### src/rtl/prop_serial_mon.sv
// Propeller TX-line receiver: 8N1 deserialiser feeding a small FWFT byte FIFO.
// Optional break detector is enabled by defining PROP_SERIAL_BREAK_EN.
module prop_serial_mon #(
    parameter int DIVISOR    = 1389,
    parameter int FIFO_DEPTH = 4,
    parameter int BREAK_BITS = 20
) (
    input  logic       clock_160,
    input  logic       inp_resn,
    input  logic       rx_pin,
    output logic [7:0] rx_data,
    output logic       rx_valid,
    input  logic       rx_ready,
    output logic       frame_err,
    output logic       overflow,
    input  logic       clr_ovf,
    output logic       break_resn
);

    localparam int CW = $clog2(DIVISOR + 1);
    localparam int AW = $clog2(FIFO_DEPTH);
    localparam int LW = $clog2(FIFO_DEPTH + 1);
    localparam logic [CW-1:0] HALF_LOAD = CW'(DIVISOR / 2 - 1);
    localparam logic [CW-1:0] FULL_LOAD = CW'(DIVISOR - 1);
    localparam logic [LW-1:0] LEVEL_FULL = LW'(FIFO_DEPTH);

    if (DIVISOR < 4 || FIFO_DEPTH < 2 || BREAK_BITS < 1 ||
        (FIFO_DEPTH & (FIFO_DEPTH - 1)) != 0) begin : g_bad_param
        $error("prop_serial_mon: illegal parameter combination");
    end

    typedef enum logic [2:0] {
        S_IDLE,
        S_START,
        S_DATA,
        S_STOP,
        S_WAIT_HI
    } state_t;

    logic          sync_reg, rxs_reg;
    state_t        state_reg, state_next;
    logic [CW-1:0] cnt_reg, cnt_next;
    logic [2:0]    bit_idx_reg, bit_idx_next;
    logic [7:0]    shift_reg, shift_next;
    logic          frame_err_reg, overflow_reg;
    logic [AW-1:0] wr_ptr_reg, rd_ptr_reg;
    logic [LW-1:0] level_reg, level_next;
    logic [7:0]    mem [FIFO_DEPTH];

    logic tick, push, ferr_set, pop, full, wr_en, ovf_set, brk_active;

    // Two-flop synchroniser; the line idles high.
    always_ff @(posedge clock_160 or negedge inp_resn) begin
        if (!inp_resn) begin
            sync_reg <= 1'b1;
            rxs_reg  <= 1'b1;
        end else begin
            sync_reg <= rx_pin;
            rxs_reg  <= sync_reg;
        end
    end

`ifdef PROP_SERIAL_BREAK_EN
    localparam int BRK_MAX = BREAK_BITS * DIVISOR;
    localparam int BW = $clog2(BRK_MAX + 1);
    logic [BW-1:0] brk_cnt_reg;

    always_ff @(posedge clock_160 or negedge inp_resn) begin
        if (!inp_resn)
            brk_cnt_reg <= '0;
        else if (rxs_reg)
            brk_cnt_reg <= '0;
        else if (brk_cnt_reg != BW'(BRK_MAX))
            brk_cnt_reg <= brk_cnt_reg + BW'(1);
    end

    assign brk_active = (brk_cnt_reg == BW'(BRK_MAX));
`else
    assign brk_active = 1'b0;
`endif

    assign break_resn = ~brk_active;
    assign tick       = (cnt_reg == '0);

    always_comb begin
        state_next   = state_reg;
        cnt_next     = cnt_reg;
        bit_idx_next = bit_idx_reg;
        shift_next   = shift_reg;
        push         = 1'b0;
        ferr_set     = 1'b0;
        case (state_reg)
            S_IDLE: begin
                if (!rxs_reg) begin
                    cnt_next   = HALF_LOAD;
                    state_next = S_START;
                end
            end
            S_START: begin
                if (!tick) begin
                    cnt_next = cnt_reg - CW'(1);
                end else if (rxs_reg) begin
                    state_next = S_IDLE;
                end else begin
                    cnt_next     = FULL_LOAD;
                    bit_idx_next = 3'd0;
                    state_next   = S_DATA;
                end
            end
            S_DATA: begin
                if (!tick) begin
                    cnt_next = cnt_reg - CW'(1);
                end else begin
                    shift_next = {rxs_reg, shift_reg[7:1]};
                    cnt_next   = FULL_LOAD;
                    if (bit_idx_reg == 3'd7)
                        state_next = S_STOP;
                    else
                        bit_idx_next = bit_idx_reg + 3'd1;
                end
            end
            S_STOP: begin
                if (!tick) begin
                    cnt_next = cnt_reg - CW'(1);
                end else if (rxs_reg) begin
                    push       = 1'b1;
                    state_next = S_IDLE;
                end else begin
                    ferr_set   = 1'b1;
                    state_next = S_WAIT_HI;
                end
            end
            S_WAIT_HI: begin
                if (rxs_reg)
                    state_next = S_IDLE;
            end
            default: state_next = S_IDLE;
        endcase
        // A break holds the receiver off the line until it goes high again.
        if (brk_active)
            state_next = S_WAIT_HI;
    end

    always_ff @(posedge clock_160 or negedge inp_resn) begin
        if (!inp_resn) begin
            state_reg     <= S_IDLE;
            cnt_reg       <= '0;
            bit_idx_reg   <= '0;
            shift_reg     <= '0;
            frame_err_reg <= 1'b0;
        end else begin
            state_reg     <= state_next;
            cnt_reg       <= cnt_next;
            bit_idx_reg   <= bit_idx_next;
            shift_reg     <= shift_next;
            frame_err_reg <= ferr_set;
        end
    end

    // FIFO: when full, a push is only accepted if the head leaves the same cycle.
    assign rx_valid = (level_reg != '0);
    assign full     = (level_reg == LEVEL_FULL);
    assign pop      = rx_valid && rx_ready;
    assign wr_en    = push && (!full || pop);
    assign ovf_set  = push && full && !pop;

    always_comb begin
        level_next = level_reg;
        case ({wr_en, pop})
            2'b10:   level_next = level_reg + LW'(1);
            2'b01:   level_next = level_reg - LW'(1);
            default: level_next = level_reg;
        endcase
    end

    always_ff @(posedge clock_160 or negedge inp_resn) begin
        if (!inp_resn) begin
            wr_ptr_reg   <= '0;
            rd_ptr_reg   <= '0;
            level_reg    <= '0;
            overflow_reg <= 1'b0;
        end else begin
            level_reg <= level_next;
            if (wr_en)
                wr_ptr_reg <= wr_ptr_reg + AW'(1);
            if (pop)
                rd_ptr_reg <= rd_ptr_reg + AW'(1);
            if (clr_ovf)
                overflow_reg <= 1'b0;
            else if (ovf_set)
                overflow_reg <= 1'b1;
        end
    end

    always_ff @(posedge clock_160) begin
        if (wr_en)
            mem[wr_ptr_reg] <= shift_reg;
    end

    assign rx_data   = rx_valid ? mem[rd_ptr_reg] : 8'h00;
    assign frame_err = frame_err_reg;
    assign overflow  = overflow_reg;

endmodule

### config.mk
export PLATFORM = sky130hd
export DESIGN_NAME = prop_serial_mon
export DESIGN_NICKNAME = d
export VERILOG_FILES = /design/src/rtl/prop_serial_mon.sv
export SDC_FILE = /design/constraint.sdc
export NUM_CORES = 1
export LEC_CHECK = 0
export ABC_CLOCK_PERIOD_IN_PS = 2700
export BUFFER_PORTS_ARGS = -buffer_cell sky130_fd_sc_hd__buf_2
export CORE_MARGIN = 3
export CORE_UTILIZATION = 40
export CTS_CLUSTER_DIAMETER = 150
export DETAILED_ROUTE_END_ITERATION = 7
export SETUP_SLACK_MARGIN = 0.02
export SYNTH_ARGS = -nofsm -noshare
export SYNTH_HDL_FRONTEND = slang
export SYNTH_SLANG_ARGS = --single-unit
export TNS_END_PERCENT = 5
### constraint.sdc
create_clock -name clock_160 -period 2.7 [get_ports clock_160]
set_input_delay 0.54 -clock clock_160 [delete_from_list [all_inputs] [get_ports clock_160]]
set_output_delay 0.54 -clock clock_160 [all_outputs]
set_load 0.01 [all_outputs]
==> run metrics <==
Routed Antenna Nets 0; simple logic cell fraction of the synthesized area 13.7%; setup_tns 0 ns; Post-Syn Area 3260 um^2; Die W 96.3 um; H-Tree Depth 3; top sig layer met4; r2r startpoint cnt_reg[0]; CTS sink cnt 68; data required time at the worst endpoint 2.16 ns; Reg clk slew, reported paths 0.07 ns; worst reg2reg setup slack 0.26 ns; Seq/Total Area, Yosys 57.2%; Worst EP arrival 1.90 ns; Yosys warnings 0; commonest cells after routing, fill and taps aside dfrtp_1, edfxtp_1, a21oi_1, buf_2; largest family of logic cells by synthesized area simple AND/OR/NAND/NOR gates; postcts setup bufs 0; clock skew 0.0112 ns; Starting Density 41.7%; cts hold-fix bufs 0; Area growth syn-to-layout 12.6%; worst rel slew slack 45.8%; metal2 WL 2830 um; fraction of registers with async set or reset after synthesis 52.9%; vias in the first global route 1,940; boundary pin count 17; Slew Viols, Final 0; gr usage total 13.5%; XOR/XNOR share of the synthesized area 1.07%; share of layout cells above drive strength 1 29.7%; r2r worst-path depth 9; worst hold-check slack 0.304 ns; Vias 1,963; commonest non-fill, non-tap cell in the layout dfrtp_1; Static Leak 1.53 nW; DRC viols 0; final hold violations 0; DR WL met3 160 um; clk root buf clkbuf_8; antenna cells 0; Post-synth EDFFs 32; final net count 278; Post-Synthesis Cells 239; Clock Path Buffers 2; worst slew pin tran 0.812 ns; Critical Path Start Type register; Setup crit end kind output port; MaxCap Viol Count 0; DR pass1 iterations 4; Synth Area per Inst 13.6 um^2; vias per cell 5.29; post-synthesis register bit count 68; Compound-Gate Fraction of Synth Area 11.9%; core box area 7810 um^2; initial antenna violation count 0; hpwl dp 4060 um; CTS tree yes; Crit. Startpoint rd_ptr_reg[0]; clk_lat worst skew 0.33 ns; post-CTS sizing 0; Hold Path Class in -> async; Congestion Overflow GR 0; Post-Synth Adder-Cell Area 3.69%; RSZ-0062 raised after global routing false; period utilization 90.3%; total CTS buffers 9; Detailed Route WL 5740 um; largest net degree at the start of global routing 37; Max Clock Freq 0.410 GHz; gpl congestion 0.785; Rows 32; multiplexer share of the synthesized area 8.98%; CP Max Fanout 9; kind of critical path reg -> out; Pwr per Cell Area 541 nW/um^2; status complete, no violations; wire per inst 15.5 um; Final Setup Violations 0; Die Span Y 96.3 um; reg-to-reg endpoint level_reg[2]; worst vdd ir 0.000201 V; number of flip-flops in the largest register 32; Cell variety after synth 56; syn_nets 253; starting DRC count in detailed routing 41; die area 9270 um^2; total power 1.99 mW; WL met1 2680 um; IO buf count 15; dominant synthesized flop cell dfrtp_1; first-pass GRT wire length 9480 um; Final min period 2.44 ns
==> cell usage after synthesis (4+ instances only) <==
cell type,number,area share [%]
a21oi_1,18,2.8
o21ai_0,9,1.4
dfrtp_1,34,26
nand3_1,4,0.61
and2_1,12,2.3
a211oi_1,4,0.92
nand2_1,8,0.92
edfxtp_1,32,29
mux2_2,9,3.1
nor3_1,5,0.77
ha_1,8,3.1
nor2_1,12,1.4
inv_1,7,0.81
a31oi_1,4,0.77
xnor2_1,4,1.1
or3_1,4,0.77
mux4_2,8,5.5
==> power breakdown <==
part	switching [mW]	total (mW)	internal (mW)
Combinational	0.0149	0.0196	0.00475
Clock	0.367	0.885	0.518
Sequential	0.00175	1.08	1.08
Total	0.384	1.99	1.60
==> area by class of cell <==
type / count / area, um^2
fillers: 715 / 4140
inverters: 7 / 26.3
clock buffers: 11 / 131
well taps: 102 / 128
flip-flops and latches: 68 / 1860
clock inverters: 5 / 77.6
repair buffers: 25 / 150
multi-input cells: 153 / 1290
==> worst max path at each step <==
stage	to	slack, ns	cells after the start
2_1_floorplan	level_reg[2]	0.28	9
3_3_place_gp	level_reg[2]	0.24	9
3_5_place_dp	level_reg[2]	0.16	9
4_1_cts	level_reg[2]	0.15	9
5_1_grt	level_reg[2]	0.09	9
6_report	rx_data[3]	0.26	3
==> worst max-delay path, cell delays in order (launching register included) <==
cell and delay [ns]:
dfrtp_1 0.69, mux4_2 0.58, and2_1 0.17, buf_2 0.13
==> per-layer routing <==
layer	GRT usage [%]	vias up
li1	-	957
met1	17.4	970
met2	21.5	30
met3	4.30	6
met4	4.50	0
met5	0	-
==> cell families (layout without fill, tap and decap cells) <==
family	count (synthesis)	count (layout)
compound gates	54	54
flops	68	68
other cells	1	1
fa+ha+maj	9	9
simple gates	67	67
buf+inv	18	48
mux	18	18
xor+xnor	4	4
==> through the flow <==
stage / util, % / instance area (um^2) / worst slack [ns] / instances
floorplan: - / 3260 / 0.279 / 239
global placement: 44.2 / 3450 / 0.243 / 355
detailed placement: 44.2 / 3450 / 0.160 / 355
CTS: 46.9 / 3660 / 0.151 / 371
global route: 47.0 / 3670 / 0.0909 / 371
finish: 47.0 / 3670 / 0.261 / 371
(Power assumes the default switching activity.)
